## src/rtl/pad_window5x5_pkg.sv

```systemverilog
// ---------------------------------------------------------------------------
// pad_window5x5_pkg
//
// Shared definitions for the conv1 window builder of the LeNet-5 pipeline.
//   - CLOG2        : ceiling log2, never narrower than one bit, used to size
//                    the row/column counters and the window index outputs
//   - LENET_*      : geometry of the zero-padded LeNet input frame
//   - PIX_W        : width of one pixel
//   - err_flags_t  : the three sticky framing error flags kept together
// ---------------------------------------------------------------------------
package pad_window5x5_pkg;

    localparam int LENET_W   = 32;
    localparam int LENET_H   = 32;
    localparam int LENET_K   = 5;
    localparam int LENET_PAD = 4;

    localparam int PIX_W = 8;

    // Sticky framing errors, one bit per kind of framing violation.
    typedef struct packed {
        logic line;
        logic frame;
        logic pad;
    } err_flags_t;

    // Ceiling log2 of value. A one-bit result is returned for values of 0, 1
    // and 2 so that every counter built from it has a legal width.
    function automatic int CLOG2(input int value);
        int result;
        int rest;
        result = 0;
        rest   = value - 1;
        while (rest > 0) begin
            result = result + 1;
            rest   = rest >> 1;
        end
        if (result == 0) begin
            result = 1;
        end
        return result;
    endfunction

endpackage

```

## src/rtl/pad_window5x5_line_store.sv

```systemverilog
// ---------------------------------------------------------------------------
// line_store_k
//
// Column-addressed store of the K-1 most recent lines. Each address holds
// the K-1 bytes of one column, entry 0 being the oldest (top) line. The read
// port is combinational, so a read and a write to the same column in one
// cycle return the old contents (read-before-write).
//
// Ports
//   clk        : rising-edge clock
//   addr_i     : column being accessed
//   we_i       : write enable for the column at addr_i
//   wr_data_i  : new K-1 entries for the column
//   rd_data_o  : current K-1 entries of the column at addr_i
// ---------------------------------------------------------------------------
module line_store_k
    import pad_window5x5_pkg::*;
#(
    parameter int W  = LENET_W,
    parameter int K  = LENET_K,
    parameter int AW = CLOG2(W)
) (
    input  logic                      clk,
    input  logic [AW-1:0]             addr_i,
    input  logic                      we_i,
    input  logic [PIX_W*(K-1)-1:0]    wr_data_i,
    output logic [PIX_W*(K-1)-1:0]    rd_data_o
);

    logic [PIX_W*(K-1)-1:0] mem_q [W];

    // The old column contents are presented for the whole cycle in which the
    // column is overwritten, which is what lets the window builder read and
    // update the same column on one accepted pixel.
    assign rd_data_o = mem_q[addr_i];

    // No reset: a column is always refilled with K-1 fresh lines before any
    // window that depends on it can be emitted.
    always_ff @(posedge clk) begin
        if (we_i) begin
            mem_q[addr_i] <= wr_data_i;
        end
    end

endmodule

```

## src/rtl/pad_window5x5.sv

```systemverilog
// ---------------------------------------------------------------------------
// pad_window5x5
//
// Turns the zero-padded W x H pixel stream into KxK windows for the conv1
// MAC array and checks the framing of the incoming stream.
//
// Ports
//   clk            : rising-edge clock
//   srst           : asynchronous active-high reset
//   in_valid       : one-cycle pixel strobe, may be back-to-back
//   in_pixel       : pixel value
//   in_line_last   : marks the last pixel of a line
//   in_frame_last  : marks the last pixel of a frame
//   in_is_pad      : pixel belongs to a pad line
//   win_valid      : one-cycle window strobe, one cycle after the pixel
//   win_data       : window, element (r,c) at bits [8*(r*K+c) +: 8]
//   win_row        : output row index 0..H-K
//   win_col        : output column index 0..W-K
//   win_last       : last window of the frame
//   err_line       : sticky line-length error
//   err_frame      : sticky frame-length error
//   err_pad        : sticky pad-flag error
// ---------------------------------------------------------------------------
module pad_window5x5
    import pad_window5x5_pkg::*;
#(
    parameter int W   = LENET_W,
    parameter int H   = LENET_H,
    parameter int K   = LENET_K,
    parameter int PAD = LENET_PAD
) (
    input  logic                      clk,
    input  logic                      srst,
    input  logic                      in_valid,
    input  logic [PIX_W-1:0]          in_pixel,
    input  logic                      in_line_last,
    input  logic                      in_frame_last,
    input  logic                      in_is_pad,
    output logic                      win_valid,
    output logic [PIX_W*K*K-1:0]      win_data,
    output logic [CLOG2(H)-1:0]       win_row,
    output logic [CLOG2(W)-1:0]       win_col,
    output logic                      win_last,
    output logic                      err_line,
    output logic                      err_frame,
    output logic                      err_pad
);

    localparam int CW = CLOG2(W);
    localparam int RW = CLOG2(H);

    localparam logic [CW-1:0] COL_LAST      = CW'(W - 1);
    localparam logic [CW-1:0] COL_FIRST_WIN = CW'(K - 1);
    localparam logic [RW-1:0] ROW_LAST      = RW'(H - 1);
    localparam logic [RW-1:0] ROW_FIRST_WIN = RW'(K - 1);
    localparam logic [RW-1:0] PAD_TOP_END   = RW'(PAD);
    localparam logic [RW-1:0] PAD_BOT_START = RW'(H - PAD);

    logic [CW-1:0]              col_q;
    logic [CW-1:0]              col_d;
    logic [RW-1:0]              row_q;
    logic [RW-1:0]              row_d;
    err_flags_t                 err_q;
    err_flags_t                 err_d;

    logic [PIX_W*(K-1)-1:0]     ls_rd;
    logic [PIX_W*(K-1)-1:0]     ls_wr;
    logic [PIX_W-1:0]           column [K];
    logic [PIX_W-1:0]           shift_q [K][K];
    logic [PIX_W-1:0]           shift_d [K][K];
    logic [PIX_W*K*K-1:0]       win_flat_d;

    logic                       at_col_end;
    logic                       at_frame_end;
    logic                       pad_expected;
    logic                       emit;

    logic                       win_valid_q;
    logic                       win_last_q;
    logic [PIX_W*K*K-1:0]       win_data_q;
    logic [RW-1:0]              win_row_q;
    logic [CW-1:0]              win_col_q;

    line_store_k #(
        .W  (W),
        .K  (K),
        .AW (CW)
    ) u_line_store (
        .clk       (clk),
        .addr_i    (col_q),
        .we_i      (in_valid),
        .wr_data_i (ls_wr),
        .rd_data_o (ls_rd)
    );

    // Build the K-deep column for the current pixel: the K-1 stored lines on
    // top, the new pixel at the bottom. The column written back drops the
    // oldest entry so the store always holds the latest K-1 lines.
    always_comb begin
        ls_wr = '0;
        for (int e = 0; e < K - 1; e++) begin
            column[e] = ls_rd[PIX_W*e +: PIX_W];
        end
        column[K-1] = in_pixel;
        for (int e = 0; e < K - 1; e++) begin
            ls_wr[PIX_W*e +: PIX_W] = column[e+1];
        end
    end

    // The new column enters the window from the right and every row moves one
    // place left. The flattened form of the shifted window is what gets
    // captured into the output register when a window is emitted.
    always_comb begin
        win_flat_d = '0;
        for (int r = 0; r < K; r++) begin
            for (int c = 0; c < K - 1; c++) begin
                shift_d[r][c] = shift_q[r][c+1];
            end
            shift_d[r][K-1] = column[r];
        end
        for (int r = 0; r < K; r++) begin
            for (int c = 0; c < K; c++) begin
                win_flat_d[PIX_W*(r*K+c) +: PIX_W] = shift_d[r][c];
            end
        end
    end

    // Position tracking and framing checks. A line ends either on the flag or
    // on reaching the last column, so a bad line length resyncs the counters
    // instead of drifting. The frame flag always returns to (0,0). Each error
    // kind is a mismatch between what the flag says and where the counters
    // are, accumulated into the sticky flags.
    always_comb begin
        at_col_end   = (col_q == COL_LAST);
        at_frame_end = at_col_end && (row_q == ROW_LAST);
        pad_expected = (row_q < PAD_TOP_END) || (row_q >= PAD_BOT_START);
        emit         = in_valid && (row_q >= ROW_FIRST_WIN) && (col_q >= COL_FIRST_WIN);

        col_d = col_q;
        row_d = row_q;
        err_d = err_q;
        if (in_valid) begin
            if (in_frame_last) begin
                col_d = '0;
                row_d = '0;
            end else if (in_line_last || at_col_end) begin
                col_d = '0;
                row_d = (row_q == ROW_LAST) ? '0 : row_q + RW'(1);
            end else begin
                col_d = col_q + CW'(1);
            end
            err_d.line  = err_q.line  | (in_line_last  ^ at_col_end);
            err_d.frame = err_q.frame | (in_frame_last ^ at_frame_end);
            err_d.pad   = err_q.pad   | (in_is_pad     ^ pad_expected);
        end
    end

    // The working window shifts on every accepted pixel and needs no reset,
    // since it is completely refilled before the first column that emits.
    always_ff @(posedge clk) begin
        if (in_valid) begin
            shift_q <= shift_d;
        end
    end

    // Counters, sticky errors and the registered window outputs. The window
    // payload only loads on an emitted window so it holds between strobes.
    always_ff @(posedge clk or posedge srst) begin
        if (srst) begin
            col_q       <= '0;
            row_q       <= '0;
            err_q       <= '0;
            win_valid_q <= 1'b0;
            win_last_q  <= 1'b0;
            win_data_q  <= '0;
            win_row_q   <= '0;
            win_col_q   <= '0;
        end else begin
            win_valid_q <= emit;
            win_last_q  <= emit && at_frame_end;
            if (emit) begin
                win_data_q <= win_flat_d;
                win_row_q  <= row_q - ROW_FIRST_WIN;
                win_col_q  <= col_q - COL_FIRST_WIN;
            end
            if (in_valid) begin
                col_q <= col_d;
                row_q <= row_d;
                err_q <= err_d;
            end
        end
    end

    assign win_valid = win_valid_q;
    assign win_last  = win_last_q;
    assign win_data  = win_data_q;
    assign win_row   = win_row_q;
    assign win_col   = win_col_q;
    assign err_line  = err_q.line;
    assign err_frame = err_q.frame;
    assign err_pad   = err_q.pad;

endmodule

```

## config.mk

```make
export PLATFORM = sky130hd
export DESIGN_NAME = pad_window5x5
export DESIGN_NICKNAME = d
export VERILOG_FILES = /design/src/rtl/pad_window5x5_pkg.sv /design/src/rtl/pad_window5x5_line_store.sv /design/src/rtl/pad_window5x5.sv
export SDC_FILE = /design/constraint.sdc
export NUM_CORES = 1
export LEC_CHECK = 0
export ABC_CLOCK_PERIOD_IN_PS = 7650
export BUFFER_PORTS_ARGS = -buffer_cell sky130_fd_sc_hd__buf_2
export CAP_MARGIN = 25
export CORE_ASPECT_RATIO = 0.8
export CORE_MARGIN = 4
export CORE_UTILIZATION = 46
export DETAILED_ROUTE_END_ITERATION = 6
export PLACE_DENSITY = 0.68
export SYNTH_ARGS = -nofsm -noshare
export SYNTH_HDL_FRONTEND = slang
export SYNTH_HIERARCHICAL = 1
export SYNTH_SLANG_ARGS = --single-unit
```

## constraint.sdc

```tcl
create_clock -name clk -period 7.65 [get_ports clk]
set_input_delay 0.765 -clock clk [delete_from_list [all_inputs] [get_ports clk]]
set_output_delay 0.765 -clock clk [all_outputs]
set_load 0.05 [all_outputs]
```

==> flow_metrics.py <==
metrics = {
    "clocking": {
        "cts_resized": 0,
        "cts_tree": "done",
        "h-tree-depth": 4,
        "hold_buffers": 0,
        "clk_root_buffer_cell": "clkbuf_16",
        "cts_buffer_depth": 3,
        "cts.clk_slew.worst_paths_ns": 0.06,
        "cts.sinks": 1409,
        "cts_buffers": 140,
        "insertion_delay_ns": 0.75,
        "cts_setup_buffers": 0,
    },
    "worst_setup_path": {
        "start_kind": "register",
        "cp_common_cell": "buf_4",
        "cp-end-kind": "register",
        "path_class": "register to register",
        "critPathBufInv": 2,
        "reg2reg_from": "col_q[1]",
        "crit_family": "buffers and inverters",
        "critical-path-max-stage-delay_ns": 1.12,
        "ff2ff_setup_slack_ns": 3.34,
        "ff2ff_path_depth": 7,
        "cp_slowest_cell": "dfrtp_4",
        "critPathRequiredTime_ns": 8.26,
        "r2r-end": "win_data[118]",
        "cp.arrival_ns": 4.93,
        "cp_cell_sequence": "buf_4 > buf_4 > mux2i_1 > o22ai_1 > nor4_1 > nand2_1 > mux2_1",
        "crit_path_max_fanout": 58,
        "crit_start": "col_q[1]",
    },
    "yosys": {
        "netlist_instances": 2771,
        "syn-num-nets": 2798,
        "synth-seq-cells": 1409,
        "synth.distinct_cells": 43,
        "synthesis.area_mm2": 0.0527,
        "yosysWarnings": 6,
        "ys_seq_area_frac": 0.781,
        "syn_avg_cell_area_um2": 19.0,
    },
    "power": {
        "intPower_uw": 13500,
        "vdd_drop_max_v": 0.000293,
        "power_density_mw_per_mm2": 314,
        "fin_total_pwr_uw": 19000,
        "switching_share": 0.287,
        "pwr-share-clk": 0.345,
        "p_switching_uw": 5440,
        "power.leakage_uw": 0.0203,
        "comb_power_share": 0.163,
        "power.share.sequential": 0.492,
    },
    "sta": {
        "fin_crit_sh": 0.564,
        "tightest_slew_ns": 1.07,
        "maxSlewHeadroom": 0.287,
        "whs_ns": 0.0884,
        "finClkSkew_ns": 0.0261,
        "setup_tns_ns": 0,
        "drv_slew": 0,
        "finalHoldViolCount": 0,
        "rsz0062_at_grt": "no",
        "finalSetupViolations": 0,
        "max_freq_ghz": 0.232,
        "period_minus_slack_ns": 4.31,
    },
    "routing": {
        "routed_wl_um": 126000,
        "wl_per_cell_um": 26.7,
        "drtPass1Iterations": 5,
        "remaining_drc_errors": 0,
        "drtIter0Drc": 2744,
        "dr_total_vias": 27100,
        "viasPerCell": 5.75,
        "postRouteAntennaNets": 0,
    },
    "floorplanning": {
        "start_util": 0.466,
        "die-area_mm2": 0.120,
        "die_h_um": 311,
        "design.portCount": 229,
        "coreArea_mm2": 0.113,
        "die_w_um": 386,
        "rows": 110,
    },
    "global_route": {
        "grt_pass1_wl_um": 182000,
        "track_usage": 0.206,
        "antenna_found_initial": 4,
        "grt-ovfl-total": 0,
        "grt_pass1_vias": 26400,
        "grt_max_degree": 132,
    },
    "job": {
        "drv_cap": 0,
    },
    "placed_design": {
        "io_buffer_count": 228,
        "placed_area_mm2": 0.0558,
        "dpl.cell_count": 4439,
        "hpwlAfterDp_um": 66000,
        "place.gp.congestion": 0.750,
    },
    "cells_and_area": {
        "final_cell_mix": "edfxtp_1 (1184), mux2i_1 (515), o22ai_1 (258)",
        "fin_area_mm2": 0.0604,
        "drive_gt1_frac": 0.181,
        "num-fill-cells": 8821,
        "area_delta_synth_final_pct": 14.5,
        "fin_cells": 4705,
        "nets": 3103,
        "final_common_cell": "edfxtp_1",
    },
    "status": {
        "status": "finished clean",
    },
    "min_path": {
        "worstHoldPathType": "input pin to asynchronous set/reset pin",
    },
}
[worst max path at each step]
stage | to | slack [ns] | cells past startpoint
2_1_floorplan | col_q[0] | 0.72 | 1
3_3_place_gp | win_data[115] | 3.25 | 7
3_5_place_dp | win_data[115] | 3.24 | 7
4_1_cts | win_data[115] | 3.20 | 7
5_1_grt | win_data[118] | 3.01 | 7
6_report | win_data[118] | 3.34 | 7
[through the flow]
| step | util | setup slack, ns |
|---|---|---|
| floorplan | - | 0.722 |
| global placement | 0.492 | 3.25 |
| detailed placement | 0.493 | 3.24 |
| CTS | 0.532 | 3.20 |
| global route | 0.534 | 3.01 |
| finish | 0.534 | 3.34 |
[layout make-up]
cell class,count,area [µm²],share of cell area
clock inverters,53,480,0.00796
flip-flops and latches,1409,41200,0.682
multi-input cells,1195,10800,0.178
inverters,16,67.6,0.00112
repair buffers,314,2080,0.0344
well taps,1512,1890,0.0313
clock buffers,204,3900,0.0646
diodes,2,5.00,0.0000829
[routing by layer]
layer | vias up | share of wire | track usage
met2 | 1260 | 0.46 | 0.320
li1 | 11700 | - | -
met5 | - | 0 | 0
met3 | 236 | 0.090 | 0.0499
met1 | 13900 | 0.42 | 0.288
met4 | 0 | 0.028 | 0.0651
[registers in the layout (all words and copies together), names as in the netlist, 5 cells and up]
name                count
u_line_store/mem_q   1024
win_data              200
shift_d               160
col_q                   5
row_q                   5
win_col                 5
win_row                 5
[synth_stat cells (all sizes together)]
library cell | count | share of area
nor3 | 5 | 0.00047
mux2 | 208 | 0.044
ha | 13 | 0.0031
xnor2 | 3 | 0.00050
or3 | 3 | 0.00036
nand2b | 2 | 0.00024
o21bai | 1 | 0.00014
or4 | 1 | 0.00021
nand4 | 2 | 0.00024
nor2 | 33 | 0.0024
and2 | 3 | 0.00036
a211o | 1 | 0.00017
o22ai | 258 | 0.031
nand2 | 38 | 0.0027
nand4b | 6 | 0.0010
a21o | 3 | 0.00043
or3b | 4 | 0.00066
xor2 | 2 | 0.00033
nand4bb | 6 | 0.0013
clkbuf | 23 | 0.0016
a22oi | 1 | 0.00014
edfxtp | 1184 | 0.67
o21ai | 3 | 0.00028
mux2i | 515 | 0.098
o311ai | 1 | 0.00017
nand3 | 4 | 0.00038
nor3b | 2 | 0.00028
o2111ai | 1 | 0.00017
dfrtp | 225 | 0.11
or4b | 5 | 0.0012
o211ai | 1 | 0.00014
nand3b | 5 | 0.00071
nor4 | 64 | 0.0076
o221ai | 1 | 0.00050
buf | 128 | 0.017
inv | 16 | 0.0011
[cell families (layout without fill, tap and decap cells)]
| group | Yosys count | after routing | share of synthesized area |
|---|---|---|---|
| flip-flops | 1409 | 1409 | 0.781 |
| multiplexers | 723 | 723 | 0.142 |
| AO/OA/AOI/OAI | 271 | 271 | 0.0328 |
| AND/OR/NAND/NOR | 183 | 183 | 0.0200 |
| buffers and inverters | 167 | 587 | 0.0196 |
| adder cells (fa/ha/maj) | 13 | 13 | 0.00309 |
| XOR/XNOR | 5 | 5 | 0.000831 |
| other | 0 | 2 | 0 |
[power groups by stage]
| stage | combinational [µW] | sequential (µW) | clock [µW] |
|---|---|---|---|
| floorplan | 697 | 10900 | 0 |
| global placement | 3010 | 9490 | 0 |
| detailed placement | 3070 | 9510 | 0 |
| CTS | 3080 | 9350 | 6660 |
| global route | 3230 | 9400 | 7020 |
| finish | 3090 | 9330 | 6540 |
(Power assumes the default switching activity.)
